==> src/rtl/counter_watermark_monitor.sv <==
`default_nettype none
// ============================================================================
// Module   : counter_watermark_monitor
// Purpose  : Observes an up/down counter. It sorts the counter value into
//            NORMAL, HIGH or LOW. A state change needs the exit condition to
//            hold for DWELL cycles in a row, and the exit thresholds carry
//            hysteresis. It also keeps sticky flags for watermark entry,
//            wrap-around and value_next inconsistency.
// Ports    : clk, rst          - clock, synchronous active-high reset
//            enable            - 0 freezes state and blocks flag sets
//            value, value_next - counter current / next value (snooped)
//            reinit            - counter reinit strobe, masks the checks
//            incr_valid, incr  - counter increment request (snooped)
//            decr_valid, decr  - counter decrement request (snooped)
//            low_mark, high_mark - watermarks
//            irq_clear         - clears all sticky flags
//            state             - 0=NORMAL, 1=HIGH, 2=LOW
//            irq_high, irq_low, ovf_flag, udf_flag, mismatch_flag - sticky
//            irq               - OR of the sticky flags
// Revision : 1.0 - initial release
// ============================================================================
module counter_watermark_monitor #(
  parameter int unsigned WIDTH  = 4,
  parameter int unsigned STEP_W = 2,
  parameter int unsigned DWELL  = 3,
  parameter int unsigned HYST   = 1
) (
  input  logic              clk,
  input  logic              rst,
  input  logic              enable,
  input  logic [WIDTH-1:0]  value,
  input  logic [WIDTH-1:0]  value_next,
  input  logic              reinit,
  input  logic              incr_valid,
  input  logic [STEP_W-1:0] incr,
  input  logic              decr_valid,
  input  logic [STEP_W-1:0] decr,
  input  logic [WIDTH-1:0]  low_mark,
  input  logic [WIDTH-1:0]  high_mark,
  input  logic              irq_clear,
  output logic [1:0]        state,
  output logic              irq_high,
  output logic              irq_low,
  output logic              ovf_flag,
  output logic              udf_flag,
  output logic              mismatch_flag,
  output logic              irq
);

  typedef enum logic [1:0] {
    ST_NORMAL = 2'd0,
    ST_HIGH   = 2'd1,
    ST_LOW    = 2'd2
  } state_e;

  localparam int unsigned      c_DW         = (DWELL > 1) ? $clog2(DWELL) : 1;
  localparam logic [c_DW-1:0]  c_DWELL_LAST = c_DW'(DWELL - 1);
  localparam logic [WIDTH-1:0] c_HYST       = WIDTH'(HYST);
  localparam logic [WIDTH-1:0] c_MAX        = '1;

  state_e            state_q, state_d;
  logic [c_DW-1:0]   dwell_q, dwell_d;
  logic              irq_high_q, irq_high_d;
  logic              irq_low_q, irq_low_d;
  logic              ovf_q, ovf_d;
  logic              udf_q, udf_d;
  logic              mism_q, mism_d;

  logic [WIDTH-1:0]  w_hi_exit_thr;
  logic [WIDTH:0]    w_lo_sum;
  logic [WIDTH-1:0]  w_lo_exit_thr;
  logic [WIDTH+1:0]  w_incr_ext;
  logic [WIDTH+1:0]  w_decr_ext;
  logic [WIDTH+1:0]  w_sum;
  logic              w_check;
  logic              w_ovf_set;
  logic              w_udf_set;
  logic              w_mism_set;
  logic              w_exit;
  state_e            w_target;
  logic              w_enter_high;
  logic              w_enter_low;

  // Exit thresholds with hysteresis. They saturate at the ends of the value range.
  always_comb begin
    w_hi_exit_thr = (high_mark >= c_HYST) ? (high_mark - c_HYST) : '0;
    w_lo_sum      = {1'b0, low_mark} + {1'b0, c_HYST};
    w_lo_exit_thr = w_lo_sum[WIDTH] ? c_MAX : w_lo_sum[WIDTH-1:0];
  end

  // Expected next value, computed two bits wider than WIDTH. The top bit is the
  // sign (underflow). With a clear sign, bit WIDTH set means the sum passed the
  // maximum value (overflow).
  always_comb begin
    w_incr_ext = incr_valid ? {{(WIDTH+2-STEP_W){1'b0}}, incr} : '0;
    w_decr_ext = decr_valid ? {{(WIDTH+2-STEP_W){1'b0}}, decr} : '0;
    w_sum      = {2'b00, value} + w_incr_ext - w_decr_ext;
    w_check    = enable & ~reinit;
    w_udf_set  = w_check & w_sum[WIDTH+1];
    w_ovf_set  = w_check & ~w_sum[WIDTH+1] & w_sum[WIDTH];
    w_mism_set = w_check & (value_next != w_sum[WIDTH-1:0]);
  end

  // Classification and dwell filtering
  always_comb begin
    state_d      = state_q;
    dwell_d      = '0;
    w_exit       = 1'b0;
    w_target     = ST_NORMAL;
    w_enter_high = 1'b0;
    w_enter_low  = 1'b0;

    case (state_q)
      ST_NORMAL: begin
        // HIGH has priority when both watermarks are met. This happens when
        // low_mark >= high_mark.
        if (value >= high_mark) begin
          w_exit   = 1'b1;
          w_target = ST_HIGH;
        end else if (value <= low_mark) begin
          w_exit   = 1'b1;
          w_target = ST_LOW;
        end
      end
      ST_HIGH: w_exit = (value <= w_hi_exit_thr);
      ST_LOW:  w_exit = (value >= w_lo_exit_thr);
      default: w_exit = 1'b0;
    endcase

    if (enable) begin
      if (w_exit) begin
        if (dwell_q == c_DWELL_LAST) begin
          state_d      = w_target;
          w_enter_high = (w_target == ST_HIGH);
          w_enter_low  = (w_target == ST_LOW);
        end else begin
          dwell_d = dwell_q + c_DW'(1);
        end
      end
      // The encoding 2'b11 is never produced. If it ever appears, return to NORMAL.
      if (state_q != ST_NORMAL && state_q != ST_HIGH && state_q != ST_LOW) begin
        state_d = ST_NORMAL;
      end
    end
  end

  // Sticky flags. A set on the same edge as irq_clear wins over the clear.
  always_comb begin
    irq_high_d = (irq_high_q & ~irq_clear) | w_enter_high;
    irq_low_d  = (irq_low_q  & ~irq_clear) | w_enter_low;
    ovf_d      = (ovf_q      & ~irq_clear) | w_ovf_set;
    udf_d      = (udf_q      & ~irq_clear) | w_udf_set;
    mism_d     = (mism_q     & ~irq_clear) | w_mism_set;
  end

  always_ff @(posedge clk) begin
    if (rst) begin
      state_q    <= ST_NORMAL;
      dwell_q    <= '0;
      irq_high_q <= 1'b0;
      irq_low_q  <= 1'b0;
      ovf_q      <= 1'b0;
      udf_q      <= 1'b0;
      mism_q     <= 1'b0;
    end else begin
      state_q    <= state_d;
      dwell_q    <= dwell_d;
      irq_high_q <= irq_high_d;
      irq_low_q  <= irq_low_d;
      ovf_q      <= ovf_d;
      udf_q      <= udf_d;
      mism_q     <= mism_d;
    end
  end

  assign state         = state_q;
  assign irq_high      = irq_high_q;
  assign irq_low       = irq_low_q;
  assign ovf_flag      = ovf_q;
  assign udf_flag      = udf_q;
  assign mismatch_flag = mism_q;
  assign irq           = irq_high_q | irq_low_q | ovf_q | udf_q | mism_q;

endmodule
`default_nettype wire
==> config.mk <==
export PLATFORM = sky130hd
export DESIGN_NAME = counter_watermark_monitor
export DESIGN_NICKNAME = d
export VERILOG_FILES = /design/src/rtl/counter_watermark_monitor.sv
export SDC_FILE = /design/constraint.sdc
export NUM_CORES = 1
export LEC_CHECK = 0
export CAP_MARGIN = 5
export CORE_UTILIZATION = 50
export DETAILED_ROUTE_END_ITERATION = 10
export GPL_TIMING_DRIVEN = 1
export PLACE_DENSITY = 0.83
export SYNTH_ARGS = -nofsm -noshare
export SYNTH_HDL_FRONTEND = slang
export SYNTH_SLANG_ARGS = --single-unit
export TNS_END_PERCENT = 50
==> constraint.sdc <==
create_clock -name clk -period 5.06 [get_ports clk]
set_input_delay 0.506 -clock clk [delete_from_list [all_inputs] [get_ports clk]]
set_output_delay 0.506 -clock clk [all_outputs]
set_load 0.1 [all_outputs]
======== After elaboration in Yosys (flattened, before gate mapping) ========
Cells that the tools add are included.
word-level totals
  input bits .............................. 27
  output and inout bits ................... 8
  flip-flop bits (word level) ............. 9
operators by class
  reduce and logical (&&, ||, !) cells .... 8
  bitwise logic cells ..................... 24
  equal/unequal tests ..................... 8
  $add $sub $neg .......................... 5
  $lt $le $gt $ge ......................... 5
  muxes and demuxes ....................... 19
operators with widths
  operator             number
  $mux 2               8
  $and 1x1->1          10
  $or 1x1->1           9
  $ge 4x4->1           2
  $le 4x4->1           2
  $mux 1               8
  $mux 4               2
  $eq 2x2->1 const B   3
  $reduce_bool 2->1    3
  $sub 5x2->6          1
  $add 4x1->5 const B  1
  $add 4x2->5          1
  $not 1->1            5
  $eq 2x1->1 const B   2
  $ge 4x1->1 const B   1
  $ne 4x4->1           1
  $reduce_or 4->1      1
  $sub 4x1->4 const B  1
  $pmux 1 s3           1
  $reduce_and 3->1     1
  $add 2x1->2 const B  1
  $logic_and 1x1->1    2
  $logic_not 2->1      1
  $ne 2x1->1 const B   1
  $ne 2x2->1 const B   1

======== Depth between registers and ports, before layout ========
Gate-level depths: netlist (run 1).
  word-level depth ........................ 9
  depth in mapped cells ................... 11

======== Worst setup path after synthesis (run 1) ========
Ideal clock, no wire load.
  path kind ............................... input to register
  from .................................... input port decr_valid
  to ...................................... register mism_q (netlist: mismatch_flag)
  arrival ................................. 2.222 ns
  library setup time ...................... 0.121 ns
  path buffers ............................ 0
  stages on the path ...................... 9
  slack ................................... 2.718 ns
  cell sequence ........................... and2_1 -> fa_1 -> inv_1 -> ha_1 -> a21o_1 -> a21oi_1 -> xnor2_1 -> o21ai_0 -> a21oi_1
between the ends
  longest elaborated chain between the ends .. 5
RTL lines
  item                  line  RTL
  from (decl)           36    input logic decr_valid,
  $mux 2                96    w_decr_ext = decr_valid ? {{(WIDTH+2-STEP_W){1'b0}}, decr} : '0;
  $sub 5x2->6           97    w_sum = {2'b00, value} + w_incr_ext - w_decr_ext;
  $ne 4x4->1            101   w_mism_set = w_check & (value_next != w_sum[WIDTH-1:0]);
  $and 1x1->1           101
  $or 1x1->1            153   mism_d = (mism_q & ~irq_clear) | w_mism_set;
  to (signal assigned)  172   mism_q <= mism_d;
  to (decl)             67    logic mism_q, mism_d;
No other way between the ends.
A chain may end at the register's enable or synchronous reset.

======== Worst setup path after layout (run 1) ========
  from .................................... input port value[1]
  to ...................................... register mism_q (netlist: mismatch_flag)
between the ends
  longest elaborated chain between the ends .. 5
RTL lines
  item         line  RTL
  from (decl)  31    input logic [WIDTH-1:0] value,
  $add 4x2->5  97
  $sub 5x2->6  97
  $ne 4x4->1   101
  $and 1x1->1  101
  $or 1x1->1   153
No other way between the ends.

==> results of run 1 <==
==> final cells by class <==
type | count | area, sq um
inverters | 23 | 86.3
clock inverters | 1 | 5.00
fillers | 197 | 646
repair buffers | 34 | 340
well taps | 28 | 35.0
clock buffers | 3 | 22.5
flip-flops and latches | 9 | 180
multi-input cells | 121 | 940
==> report_power, final <==
part / internal [uW] / total [uW] / switching (uW)
Sequential: 73.3 / 74.9 / 1.65
Clock: 29.2 / 55.4 / 26.2
Combinational: 65.3 / 142 / 76.5
==> critical path, delay by kind of cell <==
kind,cells,cell delay (ns)
fa+ha+maj,2,0.89
buf+inv,3,0.76
xor+xnor,1,0.12
compound gates,4,0.72
==> worst max-delay path by stage <==
stage               slack (ns)  startpoint            end
detailed placement        1.94    value[1]  mismatch_flag
finish                    2.20    value[1]  mismatch_flag
global route              2.07    value[1]  mismatch_flag
floorplan                 2.72  decr_valid  mismatch_flag
CTS                       2.21    value[1]  mismatch_flag
global placement          2.08    value[1]  mismatch_flag
==> state kept, by name (all words and copies together) (netlist names) <==
| signal | count |
|---|---|
| udf_flag | 1 |
| mismatch_flag | 1 |
| irq_low | 1 |
| irq_high | 1 |
| state | 2 |
| ovf_flag | 1 |
| dwell_q | 2 |
==> Yosys cell counts, types with 4 or more instances <==
cell type	number	share of area, %
xnor2_1	5	3.6
inv_1	23	7.1
nor3_1	6	2.5
ha_1	26	27
o21ai_0	9	3.7
nand2b_1	4	2.1
dfxtp_1	9	15
nand3_1	6	2.5
a21oi_1	11	4.5
nand2_1	9	2.8
nor2_1	9	2.8
==> through the flow <==
| step | hold slack (ns) | instances | total power (uW) |
|---|---|---|---|
| finish | 0.430 | 219 | 272 |
| global route | 0.480 | 219 | 295 |
| CTS | 0.434 | 219 | 275 |
| detailed placement | 0.430 | 215 | 218 |
| global placement | 0.421 | 215 | 211 |
| floorplan | 0.400 | 154 | 171 |
==> layer usage <==
metal  vias to the layer above  GRT usage (%)  share of wire, %
met2                        36           48.7                54
met5                         -              0                 0
li1                        622              -                 -
met1                       587           25.5                40
met4                         0           4.95              0.49
met3                         4           4.46               4.9
==> cell families (layout without fill, tap and decap cells) <==
| kind of cell | count (synthesis) | after routing |
|---|---|---|
| buf+inv | 24 | 61 |
| compound gates | 37 | 37 |
| fa+ha+maj | 28 | 28 |
| flops | 9 | 9 |
| mux | 1 | 1 |
| simple gates | 49 | 49 |
| xor+xnor | 6 | 6 |
==> summary.md, run 1 <==
| Metric | Value |
|---|---|
| R2r setup slk | `3.52 ns` |
| Antenna diodes | `0` |
| Post-route setup slack | `2.20 ns` |
| Hold Buf Count CTS | `0` |
| Max-Cap Viols | `0` |
| Achievable Freq | `0.350 GHz` |
| Vias in the first global route | `1279` |
| Die width | `51.3 um` |
| Hold path start | `dwell_q[0]` |
| Drt first pass iters | `4` |
| Setup TNS | `0 ns` |
| HP Class | `reg2reg` |
| Post-CTS setup buffer count | `0` |
| IO Count | `35` |
| Longest Clk Path Bufs | `2` |
| Post_cts resized | `0` |
| Compound-Gate Fraction of Synth Area | `20.2%` |
| Final WL | `2.83 mm` |
| Clock tree from TritonCTS | `built` |
| FP Rows | `17` |
| Wire length of the first global-routing pass | `4.97 mm` |
| Max VDD drop | `0.208 mV` |
| 1st-iter DRT viols | `34` |
| EDFF count, synth | `0` |
| Pins Over Slew Limit | `0` |
| Initial Util | `54.0%` |
| Detailed-route via count | `1249` |
| Post-synthesis adder-cell area fraction | `30.0%` |
| Crit path required time | `5.20 ns` |
| Async set-reset flop share out of synthesis | `0%` |
| Gpl congestion | `0.875` |
| GRT Total Usage | `24.2%` |
| R2R depth | `5` |
| # setup viols final | `0` |
| Share of layout cells above drive strength 1 | `5.76%` |
| H-tree Lvls | `1` |
| Core Footprint | `2250 sq um` |
| Largest family of logic cells by synthesized area | `adder cells` |
| Final instance area | `1610 sq um` |
| Period utilisation layout | `56.5%` |
| CTS Sinks | `9` |
| Setup crit end kind | `register` |
| Pwr Density | `169 nW/um^2` |
| Initial antenna violation count | `0` |
| Cell Area, Placed | `1580 sq um` |
| Post-route ant nets | `0` |
| Port Buffers | `34` |
| Most common cell after layout, fill and taps aside | `clkdlybuf4s50_1` |
| #FFs+latches synth | `9` |
| Leak | `0.000724 uW` |
| Status | `finished clean` |
| Final clock skew | `0.000244 ns` |
| Clk Latency, worst-skew pair | `0.26 ns` |
| Mean area per synthesized cell | `7.91 sq um` |
| Startpoint Class | `primary input` |
| Clock-pin slew on the worst setup and hold paths | `0.06 ns` |
| Hold Path Depth | `1` |
| DR vias/cell | `5.70` |
| Commonest non-fill, non-tap cells in the layout | `clkdlybuf4s50_1, ha_1, inv_1, a21oi_1` |
| NumNets Final | `247` |
| Place WS | `1.94 ns` |
| Syn Inst Count | `154` |
| Die height | `51.3 um` |
| Worst-path fanout max | `5` |
| CTS buffer count | `3` |
| XOR/XNOR Fraction of Synth Area | `4.32%` |
| Total gr overflow | `0` |
| WS Path Type | `in2reg` |
| Reg2Reg Capture Point | `state[0]` |
| Yosys warnings | `0` |
| CP arrival | `2.99 ns` |
| Hold endpoint | `dwell_q[0]` |
| Hpwl dp | `2.43 mm` |
| Final Core Density | `71.4%` |
| Syn Std Cell Area | `1220 sq um` |
| CP peak stage delay | `0.60 ns` |
| Time the worst path needs with I/O delays and setup | `2.86 ns` |
| Die footprint | `2640 sq um` |
| Count of unique library cells instantiated by Yosys | `41` |
| Register area share after synthesis | `14.8%` |
| CP max-delay cell | `clkdlybuf4s50_1` |
| Area added between synthesis and finish | `32.2%` |
| Root Buffer | `clkbuf_4` |
| Worst Tran Pin Value | `0.974 ns` |
| FF-to-FF Start | `state[0]` |
| Synth Net Count | `209` |
| Slew HR | `34.9%` |
| Ys flop type | `dfxtp_1` |
| Cell-by-cell trace of the critical path | `clkdlybuf4s50_1 > inv_1 > fa_1 > inv_1 > ha_1 > a21o_1 > a21oi_1 > xnor2_1 > o21ai_0 > a21oi_1` |
| Largest net degree at the start of global routing | `9` |
| Post-synthesis simple-gate area fraction | `21.7%` |
| DRC Markers | `0` |
| Mux cell area share after synthesis | `0.925%` |
| Wire per inst | `12.9 um` |
| Final Hold Fails | `0` |
| RSZ-0062 raised after global routing | `false` |
(Power assumes the default switching activity.)
==> run 2, diff against run 1 <==
CORE_UTILIZATION = 48   (was 50)
PLACE_DENSITY = 0.81   (was 0.83)
clock period = 2.7 ns   (was 5.06 ns; I/O delays follow)
==> run 2 against run 1 <==
Net effect: worst setup slack got worse by 2.0 ns; die area rose by 4.0%; sequential share of layout area barely moved; critical path type unchanged; combinational power rose by 87%; first-iteration DRC count fell by 44%.
==> summary.md, run 2 (synthesized netlist as in run 1, its figures left out) <==
| Metric | Value |
|---|---|
| Status | `finished clean (unchanged)` |
| # setup viols final | `0 (unchanged)` |
| HP Class | `reg2reg (unchanged)` |
| Post-CTS setup buffer count | `0 (unchanged)` |
| Reg2Reg Capture Point | `state[0] (unchanged)` |
| Hpwl dp | `2.47 mm (was 2.43 mm)` |
| Area added between synthesis and finish | `31.8% (was 32.2%)` |
| Top Layer Used | `met4 (unchanged)` |
| Detailed-route via count | `1217 (was 1249)` |
| Post_cts resized | `0 (unchanged)` |
| CTS buffer count | `3 (unchanged)` |
| Die width | `52.4 um (was 51.3 um)` |
| Placed cells | `217 (was 215)` |
| Worst Tran Pin Value | `0.319 ns (was 0.974 ns)` |
| WS Path Type | `in2reg (unchanged)` |
| Setup crit end kind | `register (unchanged)` |
| Initial Util | `53.0% (was 54.0%)` |
| Time the worst path needs with I/O delays and setup | `2.45 ns` |
| Port Buffers | `34 (unchanged)` |
| Achievable Freq | `0.408 GHz` |
| Met3 WL | `133 um (was 139 um)` |
| DRC Markers | `0 (unchanged)` |
| GRT Total Usage | `23.2% (was 24.2%)` |
| FF-to-FF Start | `state[0] (unchanged)` |
| Core Footprint | `2300 sq um (was 2250 sq um)` |
| Clock tree from TritonCTS | `built (unchanged)` |
| Hold WS | `0.425 ns (was 0.430 ns)` |
| Die footprint | `2740 sq um (was 2640 sq um)` |
| Largest net degree at the start of global routing | `9 (unchanged)` |
| NumNets Final | `249 (was 247)` |
| Commonest non-fill, non-tap cells in the layout | `ha_1, clkdlybuf4s50_1, inv_1, a21oi_1, buf_4 (was clkdlybuf4s50_1, ha_1, inv_1, a21oi_1)` |
| Crit path required time | `2.84 ns (was 5.20 ns)` |
| Pwr Density | `319 nW/um^2 (was 169 nW/um^2)` |
| Wire per inst | `12.9 um (about the same)` |
| FP Rows | `17 (unchanged)` |
| Hold Buf Count CTS | `0 (unchanged)` |
| Longest Clk Path Bufs | `2 (unchanged)` |
| Initial antenna violation count | `0 (unchanged)` |
| Post-route ant nets | `0 (unchanged)` |
| Post-route insts no fill | `221 (was 219)` |
| Max-Cap Viols | `0 (unchanged)` |
| DR vias/cell | `5.51 (was 5.70)` |
| Gpl congestion | `0.888 (was 0.875)` |
| Hold path start | `dwell_q[0] (unchanged)` |
| Met2 wire length | `1.51 mm (was 1.53 mm)` |
| H-tree Lvls | `1 (unchanged)` |
| Final clock skew | `0.000356 ns (was 0.000244 ns)` |
| Antenna diodes | `0 (unchanged)` |
| Total gr overflow | `0 (unchanged)` |
| Wire length of the first global-routing pass | `4.81 mm (was 4.97 mm)` |
| IO Count | `35 (unchanged)` |
| Final WL | `2.86 mm (was 2.83 mm)` |
| Period utilisation layout | `90.8%` |
| RSZ-0062 raised after global routing | `false (unchanged)` |
| Leak | `0.000749 uW (was 0.000724 uW)` |
| R2R depth | `5 (unchanged)` |
| Pins Over Slew Limit | `0 (unchanged)` |
| Clock-pin slew on the worst setup and hold paths | `0.07 ns (was 0.06 ns)` |
| CTS Sinks | `9 (unchanged)` |
| R2r setup slk | `1.12 ns (was 3.52 ns)` |
| Vias in the first global route | `1261 (was 1279)` |
| Startpoint Class | `primary input (unchanged)` |
| Share of layout cells above drive strength 1 | `10.9% (was 5.76%)` |
| Drt first pass iters | `4 (unchanged)` |
| Clk Latency, worst-skew pair | `0.27 ns (was 0.26 ns)` |
| Worst-path fanout max | `3 (was 5)` |
| 1st-iter DRT viols | `19 (was 34)` |
| Hold endpoint | `dwell_q[0] (unchanged)` |
| WL met1 | `1.17 mm (was 1.14 mm)` |
| Max VDD drop | `0.310 mV (was 0.208 mV)` |
| CP arrival | `2.59 ns (was 2.99 ns)` |
| Die height | `52.4 um (was 51.3 um)` |
| Root Buffer | `clkbuf_4 (unchanged)` |
| Final Hold Fails | `0 (unchanged)` |
| Slew HR | `78.4% (was 34.9%)` |
| Hold Path Depth | `1 (unchanged)` |
==> run 2: critical path, cell delays in order <==
cell and delay (ns):
clkdlybuf4s50_1 0.50, inv_1 0.07, fa_1 0.59, inv_1 0.06, ha_1 0.30, a21o_1 0.18
a21oi_1 0.27, xnor2_1 0.11, o21ai_0 0.15, a21oi_1 0.08
==> run 2: routing by layer <==
metal	vias up	track usage, %
met2	36	47.7
met4	0	6.58
met3	6	5.51
met1	548	21.8
li1	627	-
met5	-	0
==> run 2: final cells by class <==
type / count / area (sq um)
inverters: 23 / 86.3
repair buffers: 36 / 335
fillers: 198 / 693
well taps: 28 / 35.0
clock inverters: 1 / 5.00
multi-input cells: 121 / 940
clock buffers: 3 / 22.5
flip-flops and latches: 9 / 180
==> run 2: worst max-delay path by stage <==
| stage | startpoint | to | slack, ns | cells past startpoint |
|---|---|---|---|---|
| after global placement | value[1] | mismatch_flag | -0.004 | 10 |
| after global routing | value[1] | mismatch_flag | 0.09 | 10 |
| after detailed placement | value[1] | mismatch_flag | -0.03 | 10 |
| after CTS | value[1] | mismatch_flag | 0.24 | 10 |
| after floorplan | state[0] | state[0] | 0.47 | 5 |
| final | value[1] | mismatch_flag | 0.25 | 10 |
==> run 2: metrics by stage <==
| step | TNS [ns] | cell area, sq um | setup WS (ns) | util (%) | power, uW |
|---|---|---|---|---|---|
| floorplan | 0 | 1220 | 0.473 | - | 320 |
| global placement | -0.00416 | 1580 | -0.00416 | 68.6 | 397 |
| detailed placement | -0.0307 | 1580 | -0.0296 | 68.6 | 411 |
| CTS | 0 | 1600 | 0.243 | 69.8 | 517 |
| global route | 0 | 1600 | 0.0860 | 69.8 | 556 |
| finish | 0 | 1600 | 0.249 | 69.8 | 512 |
==> run 2: report_power, final <==
group | internal, uW | switching [uW]
logic | 124 | 142
registers | 137 | 3.06
clock network | 54.7 | 51.7
==> run 3, diff against run 2 <==
CTS_CLUSTER_SIZE = 14   (was default)
HOLD_SLACK_MARGIN = 0.03   (was default)
REMOVE_ABC_BUFFERS = 1   (was default)
==> run 3 against run 2 <==
Net effect: final cell count stayed put; clock skew hardly changed; sequential share of layout area stayed put; via count is 1.6% higher; critical path depth stayed put; core utilization stayed put.
==> summary.md, run 3 (synthesized netlist as in run 1, its figures left out) <==
| Metric | Value |
|---|---|
| Clock-pin slew on the worst setup and hold paths | `0.08 ns (was 0.07 ns)` |
| R2R depth | `5 (unchanged)` |
| Post_cts resized | `0 (unchanged)` |
| Max VDD drop | `0.319 mV (was 0.310 mV)` |
| Critical Path Source | `value[1] (unchanged)` |
| Detailed-route via count | `1237 (was 1217)` |
| CP arrival | `2.58 ns (was 2.59 ns)` |
| DRC Markers | `0 (unchanged)` |
| Die footprint | `2740 sq um (unchanged)` |
| Final WL | `2.78 mm (was 2.86 mm)` |
| Drt first pass iters | `4 (unchanged)` |
| Final Hold Fails | `0 (unchanged)` |
| Initial antenna violation count | `0 (unchanged)` |
| NumNets Final | `249 (unchanged)` |
| Final clock skew | `0.000275 ns (was 0.000356 ns)` |
| Worst Tran Pin Value | `0.371 ns (was 0.319 ns)` |
| Hold Path Depth | `1 (unchanged)` |
| Post-route ant nets | `0 (unchanged)` |
| Antenna diodes | `0 (unchanged)` |
| Longest Clk Path Bufs | `2 (unchanged)` |
| Worst Setup EP | `mismatch_flag (unchanged)` |
| FF-to-FF Start | `state[0] (unchanged)` |
| Worst-path fanout max | `3 (unchanged)` |
| WS Path Type | `in2reg (unchanged)` |
| Clk Latency, worst-skew pair | `0.27 ns (about the same)` |
| Max-Cap Viols | `0 (unchanged)` |
| Pins Over Slew Limit | `0 (unchanged)` |
| Period utilisation layout | `90.4% (was 90.8%)` |
| Startpoint Class | `primary input (unchanged)` |
| RSZ-0062 raised after global routing | `false (unchanged)` |
| Core Footprint | `2300 sq um (unchanged)` |
| Post-CTS setup buffer count | `0 (unchanged)` |
| Crit path required time | `2.84 ns (about the same)` |
| Slew HR | `74.9% (was 78.4%)` |
| GRT Total Usage | `22.6% (was 23.2%)` |
| Filler instances | `187 (was 198)` |
| Time the worst path needs with I/O delays and setup | `2.44 ns (was 2.45 ns)` |
| Setup crit end kind | `register (unchanged)` |
| Gpl congestion | `0.882 (was 0.888)` |
| Clock tree from TritonCTS | `built (unchanged)` |
| Die height | `52.4 um (unchanged)` |
| Commonest non-fill, non-tap cells in the layout | `ha_1, clkdlybuf4s50_1, inv_1, a21oi_1, buf_4 (unchanged)` |
| CTS Sinks | `9 (unchanged)` |
| HP Class | `reg2reg (unchanged)` |
| Hold Buf Count CTS | `0 (unchanged)` |
| CTS buffer count | `3 (unchanged)` |
| Wire length of the first global-routing pass | `4.78 mm (was 4.81 mm)` |
| Root Buffer | `clkbuf_4 (unchanged)` |
| Final Core Density | `69.8% (unchanged)` |
| Status | `finished clean (unchanged)` |
| Largest net degree at the start of global routing | `9 (unchanged)` |
| Initial Util | `53.0% (unchanged)` |
| Vias in the first global route | `1193 (was 1261)` |
| Pwr Density | `321 nW/um^2 (was 319 nW/um^2)` |
| Hpwl dp | `2.33 mm (was 2.47 mm)` |
| Wire per inst | `12.6 um (was 12.9 um)` |
| Achievable Freq | `0.410 GHz (was 0.408 GHz)` |
| FP Rows | `17 (unchanged)` |
| 1st-iter DRT viols | `25 (was 19)` |
| Leak | `0.000749 uW (unchanged)` |
| H-tree Lvls | `1 (unchanged)` |
| Die width | `52.4 um (unchanged)` |
| R2r setup slk | `1.11 ns (was 1.12 ns)` |
| Total gr overflow | `0 (unchanged)` |
| Reg2Reg Capture Point | `state[0] (unchanged)` |
| Setup TNS | `0 ns (unchanged)` |
| # setup viols final | `0 (unchanged)` |
| DR vias/cell | `5.60 (was 5.51)` |
| Port Buffers | `34 (unchanged)` |
| IO Count | `35 (unchanged)` |
| Share of layout cells above drive strength 1 | `10.9% (unchanged)` |
| Area added between synthesis and finish | `31.8% (unchanged)` |
[run 3: cell counts in the layout (fill, tap and decap cells not counted)]
Identical to the previous run, type by type.
[run 3: area by class of cell]
type                    count  area (sq um)  share of cell area [%]
repair buffers             36           335                    20.9
well taps                  28          35.0                    2.18
flip-flops and latches      9           180                    11.2
multi-input cells         121           940                    58.6
clock buffers               3          22.5                    1.40
clock inverters             1          5.00                   0.312
inverters                  23          86.3                    5.38
[run 3: per-stage QoR]
step	total power [uW]	hold WS, ns	worst slack, ns	std cells	area, sq um
final	515	0.450	0.260	221	1600
after global routing	555	0.462	0.151	221	1600
after CTS	514	0.439	0.265	221	1600
after detailed placement	407	0.429	-0.0182	217	1580
after global placement	397	0.418	0.0177	217	1580
after floorplan	317	0.335	0.473	153	1210
[run 3: worst max-delay path, stage by stage]
cell,delay [ns]
clkdlybuf4s50_1,0.49
inv_1,0.07
fa_1,0.60
inv_1,0.06
ha_1,0.29
a21o_1,0.18
a21oi_1,0.28
xnor2_1,0.11
o21ai_0,0.15
a21oi_1,0.08
[run 3: power by group]
part	internal, uW	leakage [uW]	switching (uW)
Clock	54.8	0.0000177	55.1
Sequential	137	0.0000730	3.33
Combinational	123	0.000659	142
[run 3: how the worst min path moves through the flow]
| stage | from | end | slack [ns] |
|---|---|---|---|
| 4_1_cts | dwell_q[0] | dwell_q[0] | 0.44 |
| 3_5_place_dp | dwell_q[0] | dwell_q[0] | 0.43 |
| 3_3_place_gp | dwell_q[0] | dwell_q[0] | 0.42 |
| 5_1_grt | dwell_q[0] | dwell_q[0] | 0.46 |
| 2_1_floorplan | rst | state[1] | 0.33 |
| 6_report | dwell_q[0] | dwell_q[0] | 0.45 |
[run 3: layer usage]
layer | global-route usage, % | wire length, um | up-vias
met5 | 0 | 0 | -
met4 | 3.95 | 14 | 0
met3 | 4.93 | 128 | 2
met2 | 43.9 | 1460 | 35
met1 | 24.8 | 1180 | 576
li1 | - | - | 624
